[config.mk]
export PLATFORM = sky130hd
export DESIGN_NAME = branch_ctrl_flat
export DESIGN_NICKNAME = d
export VERILOG_FILES = /design/src/rtl/branch_ctrl_if.sv /design/src/rtl/branch_ctrl.sv /design/src/flat_wrapper.sv
export SDC_FILE = /design/constraint.sdc
export NUM_CORES = 1
export LEC_CHECK = 0
export BUFFER_PORTS_ARGS = -buffer_cell sky130_fd_sc_hd__buf_4
export CAP_MARGIN = 40
export CORE_AREA = 2 2 55 57
export DETAILED_ROUTE_END_ITERATION = 8
export DIE_AREA = 0 0 57 59
export GPL_TIMING_DRIVEN = 0
export PLACE_DENSITY = 0.85
export SYNTH_ARGS = -nofsm -noshare
export SYNTH_HDL_FRONTEND = slang
export SYNTH_SLANG_ARGS = --single-unit
[constraint.sdc]
create_clock -name clk -period 1.65 [get_ports clk]
set_clock_uncertainty 0.1 [all_clocks]
set_input_delay 0.33 -clock clk [delete_from_list [all_inputs] [get_ports clk]]
set_output_delay 0.33 -clock clk [all_outputs]
set_load 0.02 [all_outputs]
[src/rtl/branch_ctrl_if.sv]
// Bundle between the main control unit / ALU side and the branch sequencer.
`default_nettype none

interface branch_ctrl_if #(
    parameter int CNT_W = 16
);
    logic             br_req;
    logic [1:0]       br_type;
    logic             br_flush;
    logic             flag_in;
    logic             cnt_clr;
    logic [2:0]       alu_sel;
    logic [1:0]       alu_flag;
    logic             br_busy;
    logic             pc_write;
    logic             br_done;
    logic             br_taken;
    logic [CNT_W-1:0] taken_cnt;

    modport slave (
        input  br_req, br_type, br_flush, flag_in, cnt_clr,
        output alu_sel, alu_flag, br_busy, pc_write, br_done, br_taken, taken_cnt
    );

    modport master (
        output br_req, br_type, br_flush, flag_in, cnt_clr,
        input  alu_sel, alu_flag, br_busy, pc_write, br_done, br_taken, taken_cnt
    );
endinterface

`default_nettype wire

[src/rtl/branch_ctrl.sv]
// Multicycle branch sequencer: drives ALU op / flag select, samples the flag,
// commits with a one-cycle PC-write pulse and counts taken branches.
`default_nettype none

module branch_ctrl #(
    parameter int CNT_W = 16
) (
    input  wire logic        clk,
    input  wire logic        reset,
    branch_ctrl_if.slave     bus
);
    typedef enum logic [1:0] {
        S_IDLE   = 2'd0,
        S_SETUP  = 2'd1,
        S_EVAL   = 2'd2,
        S_COMMIT = 2'd3
    } state_t;

    localparam logic [CNT_W-1:0] CNT_MAX = {CNT_W{1'b1}};
    localparam logic [CNT_W-1:0] CNT_ONE = {{(CNT_W-1){1'b0}}, 1'b1};

    state_t           state_q, state_d;
    logic [1:0]       type_q, type_d;
    logic             taken_q, taken_d;
    logic [CNT_W-1:0] cnt_q, cnt_d;

    logic [2:0]       w_alu_sel;
    logic [1:0]       w_alu_flag;
    logic             w_busy;
    logic             w_commit;
    logic             w_done;
    logic             w_pc_write;

    always_ff @(posedge clk or negedge reset) begin
        if (!reset) begin
            state_q <= S_IDLE;
            type_q  <= 2'b00;
            taken_q <= 1'b0;
            cnt_q   <= '0;
        end else begin
            state_q <= state_d;
            type_q  <= type_d;
            taken_q <= taken_d;
            cnt_q   <= cnt_d;
        end
    end

    always_comb begin
        state_d    = state_q;
        type_d     = type_q;
        taken_d    = taken_q;
        w_alu_sel  = 3'b000;
        w_alu_flag = 2'b00;
        w_busy     = 1'b0;
        w_commit   = 1'b0;
        case (state_q)
            S_IDLE: begin
                if (bus.br_req && !bus.br_flush) begin
                    type_d  = bus.br_type;
                    state_d = S_SETUP;
                end
            end
            S_SETUP: begin
                state_d = S_EVAL;
            end
            S_EVAL: begin
                taken_d = bus.flag_in;
                state_d = S_COMMIT;
            end
            S_COMMIT: begin
                w_commit = 1'b1;
                state_d  = S_IDLE;
            end
            default: begin
                state_d = S_IDLE;
            end
        endcase
        // Decode is a function of the latched type only, so it holds across the whole branch.
        if (state_q != S_IDLE) begin
            w_busy     = 1'b1;
            w_alu_sel  = type_q[1] ? 3'b010 : 3'b111;
            w_alu_flag = type_q;
        end
        if (bus.br_flush) begin
            state_d = S_IDLE;
        end
    end

    assign w_done     = w_commit & ~bus.br_flush;
    assign w_pc_write = w_done & taken_q;

    always_comb begin
        cnt_d = cnt_q;
        if (bus.cnt_clr) begin
            cnt_d = '0;
        end else if (w_pc_write && (cnt_q != CNT_MAX)) begin
            cnt_d = cnt_q + CNT_ONE;
        end
    end

    assign bus.alu_sel   = w_alu_sel;
    assign bus.alu_flag  = w_alu_flag;
    assign bus.br_busy   = w_busy;
    assign bus.br_done   = w_done;
    assign bus.pc_write  = w_pc_write;
    assign bus.br_taken  = w_pc_write;
    assign bus.taken_cnt = cnt_q;

endmodule

`default_nettype wire

[src/flat_wrapper.sv]
// flat-port wrapper written by rule: the top's interface ports become plain ports
module branch_ctrl_flat 
#(
    parameter int CNT_W = 16
)
  (clk, reset, bus_br_req, bus_br_type, bus_br_flush, bus_flag_in, bus_cnt_clr, bus_alu_sel, bus_alu_flag, bus_br_busy, bus_pc_write, bus_br_done, bus_br_taken, bus_taken_cnt);
  branch_ctrl_if #(.CNT_W(CNT_W)) bus_i ();
  input  wire logic clk;
  input  wire logic reset;
  input wire logic [$bits(bus_i.br_req)-1:0] bus_br_req;
  input wire logic [$bits(bus_i.br_type)-1:0] bus_br_type;
  input wire logic [$bits(bus_i.br_flush)-1:0] bus_br_flush;
  input wire logic [$bits(bus_i.flag_in)-1:0] bus_flag_in;
  input wire logic [$bits(bus_i.cnt_clr)-1:0] bus_cnt_clr;
  output wire logic [$bits(bus_i.alu_sel)-1:0] bus_alu_sel;
  output wire logic [$bits(bus_i.alu_flag)-1:0] bus_alu_flag;
  output wire logic [$bits(bus_i.br_busy)-1:0] bus_br_busy;
  output wire logic [$bits(bus_i.pc_write)-1:0] bus_pc_write;
  output wire logic [$bits(bus_i.br_done)-1:0] bus_br_done;
  output wire logic [$bits(bus_i.br_taken)-1:0] bus_br_taken;
  output wire logic [$bits(bus_i.taken_cnt)-1:0] bus_taken_cnt;
  assign bus_i.br_req = bus_br_req;
  assign bus_i.br_type = bus_br_type;
  assign bus_i.br_flush = bus_br_flush;
  assign bus_i.flag_in = bus_flag_in;
  assign bus_i.cnt_clr = bus_cnt_clr;
  assign bus_alu_sel = bus_i.alu_sel;
  assign bus_alu_flag = bus_i.alu_flag;
  assign bus_br_busy = bus_i.br_busy;
  assign bus_pc_write = bus_i.pc_write;
  assign bus_br_done = bus_i.br_done;
  assign bus_br_taken = bus_i.br_taken;
  assign bus_taken_cnt = bus_i.taken_cnt;
  branch_ctrl #(.CNT_W(CNT_W)) u_core (.clk(clk), .reset(reset), .bus(bus_i));
endmodule
==> flow_metrics.env <==
export IMPL_status="finished with violations"
export IMPL_violations="negative setup slack"
export IMPL_die_y_microns=59
export IMPL_timing_final_hold_violations=0
export IMPL_path_buf_inv=2
export IMPL_critPathArrivalTime_ps=2000
export IMPL_synth_most_common_cell="dfrtp_1"
export IMPL_cts_tree="done"
export IMPL_netlist_area_leader_share_pct=42.4
export IMPL_seqCellArea_sq_um=546
export IMPL_io_buffers=31
export IMPL_synth_edf_count=0
export IMPL_synthesis_instances=125
export IMPL_syn_mean_instance_area_sq_um=9.92
export IMPL_synth_top_cells_by_count="dfrtp_1 (21), a21oi_1 (14), o31ai_1 (9), or4_1 (9), nand2_1 (7)"
export IMPL_slowest_stage="dfrtp_2"
export IMPL_fill_cells=146
export IMPL_ys_warn_count=0
export IMPL_ys_flop_type="dfrtp_1"
export IMPL_finalInstanceArea_sq_um=2160
export IMPL_path_max_fanout=5
export IMPL_grt_max_degree=22
export IMPL_grt_ovfl_total=0
export IMPL_gp_congestion=0.855
export IMPL_grt_pass1_vias=1317
export IMPL_worst_slack_ps=-212
export IMPL_hp_class="input pin to flop"
export IMPL_dpl_instance_area_sq_um=1590
export IMPL_grt_usage_pct=25.3
export IMPL_cts_buffer_depth=2
export IMPL_layout_nets=208
export IMPL_multi_input_area_sq_um=890
export IMPL_vias=1390
export IMPL_regToRegEndpoint="u_core.bus.taken_cnt[3]"
export IMPL_viasPerCell=6.15
export IMPL_hold_depth=2
export IMPL_post_dp_hpwl_microns=2160
export IMPL_worst_pin_slew_ps=559
export IMPL_clk_latency_ps=320
export IMPL_first_pass_iters=4
export IMPL_route_detailed_drc=0
export IMPL_finalSetupViolCount=25
export IMPL_rsz0062_at_grt="yes"
export IMPL_ir_drop_v=0.00107
export IMPL_drv_slew=0
export IMPL_cap_violations=0
export IMPL_critPathLaunchType="flop"
export IMPL_htreeDepth=1
export IMPL_hold_ws_ps=101
export IMPL_syn_cell_area_sq_um=1240
export IMPL_cts_sinks=21
export IMPL_worstHoldStart="bus_br_flush"
export IMPL_ant_nets=0
export IMPL_p_leak_nw=0.917
export IMPL_io_pins=33
export IMPL_synth_yosys_seq_area_share_pct=42.4
export IMPL_initial_utilization_pct=45.8
export IMPL_antenna_found_initial=0
export IMPL_ys_ff_latch=21
export IMPL_area_delta_synth_final_pct=74.5
export IMPL_critical_path_top_delay_family="simple AND/OR/NAND/NOR gates"
export IMPL_dieWidth_microns=57
export IMPL_drive_above_1_share_pct=69.7
export IMPL_relSlewSlack_pct=62.7
export IMPL_p_total_w=0.00172
export IMPL_synth_nets=137
export IMPL_drt_iter0_markers=49
export IMPL_cts_root_buf="clkbuf_4"
export IMPL_synth_area_leaders="dfrtp_1 (42%), a21oi_1 (5.7%), o31ai_1 (5.4%)"
export IMPL_core_area_sq_um=2710
export IMPL_grt_pass1_wl_microns=6420
export IMPL_fin_tns_setup_ps=-3480
export IMPL_die_area_sq_um=3360
export IMPL_fin_util_pct=79.8
export IMPL_cpPeakStageDelay_ps=440
export IMPL_rows=19
export IMPL_numCtsBuffers=3
export IMPL_fin_crit_sh_pct=113
export IMPL_power_density_nw_per_um2=793
export IMPL_yosysUniqueCellTypes=37
export IMPL_max_freq_mhz=537
export IMPL_routed_wl_microns=4710
export IMPL_async_reset_ff_share_pct=100
export IMPL_critPathKind="flop to flop"
export IMPL_end_kind="flop"
export IMPL_rr_worst_depth=6
export IMPL_crit_chain="nand4_1 -> nor4_4 -> buf_6 -> buf_16 -> o31ai_1 -> a21oi_1"
export IMPL_fin_crit_ps=1860
export IMPL_cp_required_ps=1790
export IMPL_reg2reg_slack_ps=-210
export IMPL_r2r_start="u_core.bus.taken_cnt[7]"
export IMPL_clk_transition_reported_paths_ps=130
export IMPL_wl_per_cell_microns=20.8
export IMPL_yosys_area_top_type="dfrtp_1"
export IMPL_diodes=0
export IMPL_holdPathEnd="u_core.state_q[1]"
==> registers in the layout, summed over array words and instances (netlist names) <==
register,count
u_core.state_q,2
u_core.type_q,2
u_core.bus.taken_cnt,16
u_core.taken_q,1
==> routing by layer <==
layer | wire length, microns | GRT usage, % | vias to the layer above | share of wire (%)
met5 | 0 | 0 | - | 0
met2 | 2380 | 41.7 | 71 | 50
met1 | 1860 | 32.4 | 680 | 39
met3 | 304 | 3.93 | 23 | 6.5
li1 | - | - | 616 | -
met4 | 167 | 13.3 | 0 | 3.5
==> cell type report <==
type                       instances  share of cell area (%)
buffer                             8                    3.64
clock buffer                       4                    1.21
inverter                           6                    1.50
multi-input combinational         90                    41.1
sequential                        21                    25.2
tap                               31                    1.79
timing repair buffer              66                    25.5
==> worst register-to-register path, stage by stage (launching register included) <==
cell and delay, ps:
dfrtp_2 440, nand4_1 250, nor4_4 430, buf_6 210
buf_16 140, o31ai_1 80, a21oi_1 140
==> cell families after synthesis <==
logic type,share of synthesized area [%]
AO/OA/AOI/OAI,16.3
buffers and inverters,5.85
AND/OR/NAND/NOR,26.4
flip-flops,42.4
XOR/XNOR,1.41
multiplexers,3.53
adder cells (fa/ha/maj),4.04
==> timing repair <==
item | CTS | global route
hold buffers | 1 | 0
pin swaps | 17 | 16
gates resized for setup | 37 | 27
gates cloned | 2 | 0
setup buffers | 24 | 8
endpoints found under the hold margin | 21 | 0
setup endpoints to repair | 24 | 25
==> power by group <==
part / leakage (nW) / internal (W) / switching (W) / total (W)
combinational: 0.644 / 0.000427 / 0.000380 / 0.000808
clock: 0.0150 / 0.0000947 / 0.000173 / 0.000268
sequential: 0.258 / 0.000574 / 0.0000658 / 0.000640
total: 0.917 / 0.00110 / 0.000619 / 0.00172
==> placed cells by master, fill, tap and decap left out, types with 3 or more instances in the layout <==
| cell | synthesis | routed |
|---|---|---|
| a21oi_2 | 1 | 5 |
| o31ai_1 | 9 | 3 |
| a21oi_1 | 14 | 10 |
| ha_4 | 0 | 3 |
| nand4_1 | 3 | 3 |
| dfrtp_1 | 21 | 5 |
| or3_1 | 4 | 3 |
| buf_4 | 3 | 55 |
| mux2_2 | 3 | 3 |
| or4_1 | 9 | 5 |
| nand3_4 | 0 | 3 |
| o31ai_4 | 0 | 3 |
| buf_6 | 1 | 14 |
| nor2_1 | 5 | 4 |
| or4_4 | 0 | 4 |
| o31ai_2 | 0 | 3 |
| nand2_1 | 7 | 7 |
| dfrtp_2 | 0 | 16 |
| clkbuf_4 | 0 | 3 |
| o21ai_2 | 0 | 3 |
==> per-stage QoR <==
stage | worst slack (ps) | instances
3_3_place_gp | -193 | 187
2_1_floorplan | -61.9 | 125
5_1_grt | -266 | 226
6_report | -212 | 226
3_5_place_dp | -255 | 187
4_1_cts | -143 | 218
==> how the worst max path moves through the flow <==
stage                                  start                  endpoint  depth (start not counted)
floorplan           u_core.bus.taken_cnt[12]  u_core.bus.taken_cnt[13]                          6
global placement    u_core.bus.taken_cnt[12]  u_core.bus.taken_cnt[13]                          6
detailed placement  u_core.bus.taken_cnt[12]  u_core.bus.taken_cnt[10]                          6
CTS                        u_core.state_q[1]              bus_pc_write                          5
global route        u_core.bus.taken_cnt[15]   u_core.bus.taken_cnt[0]                          6
finish               u_core.bus.taken_cnt[7]   u_core.bus.taken_cnt[3]                          6
(Power assumes the default switching activity.)
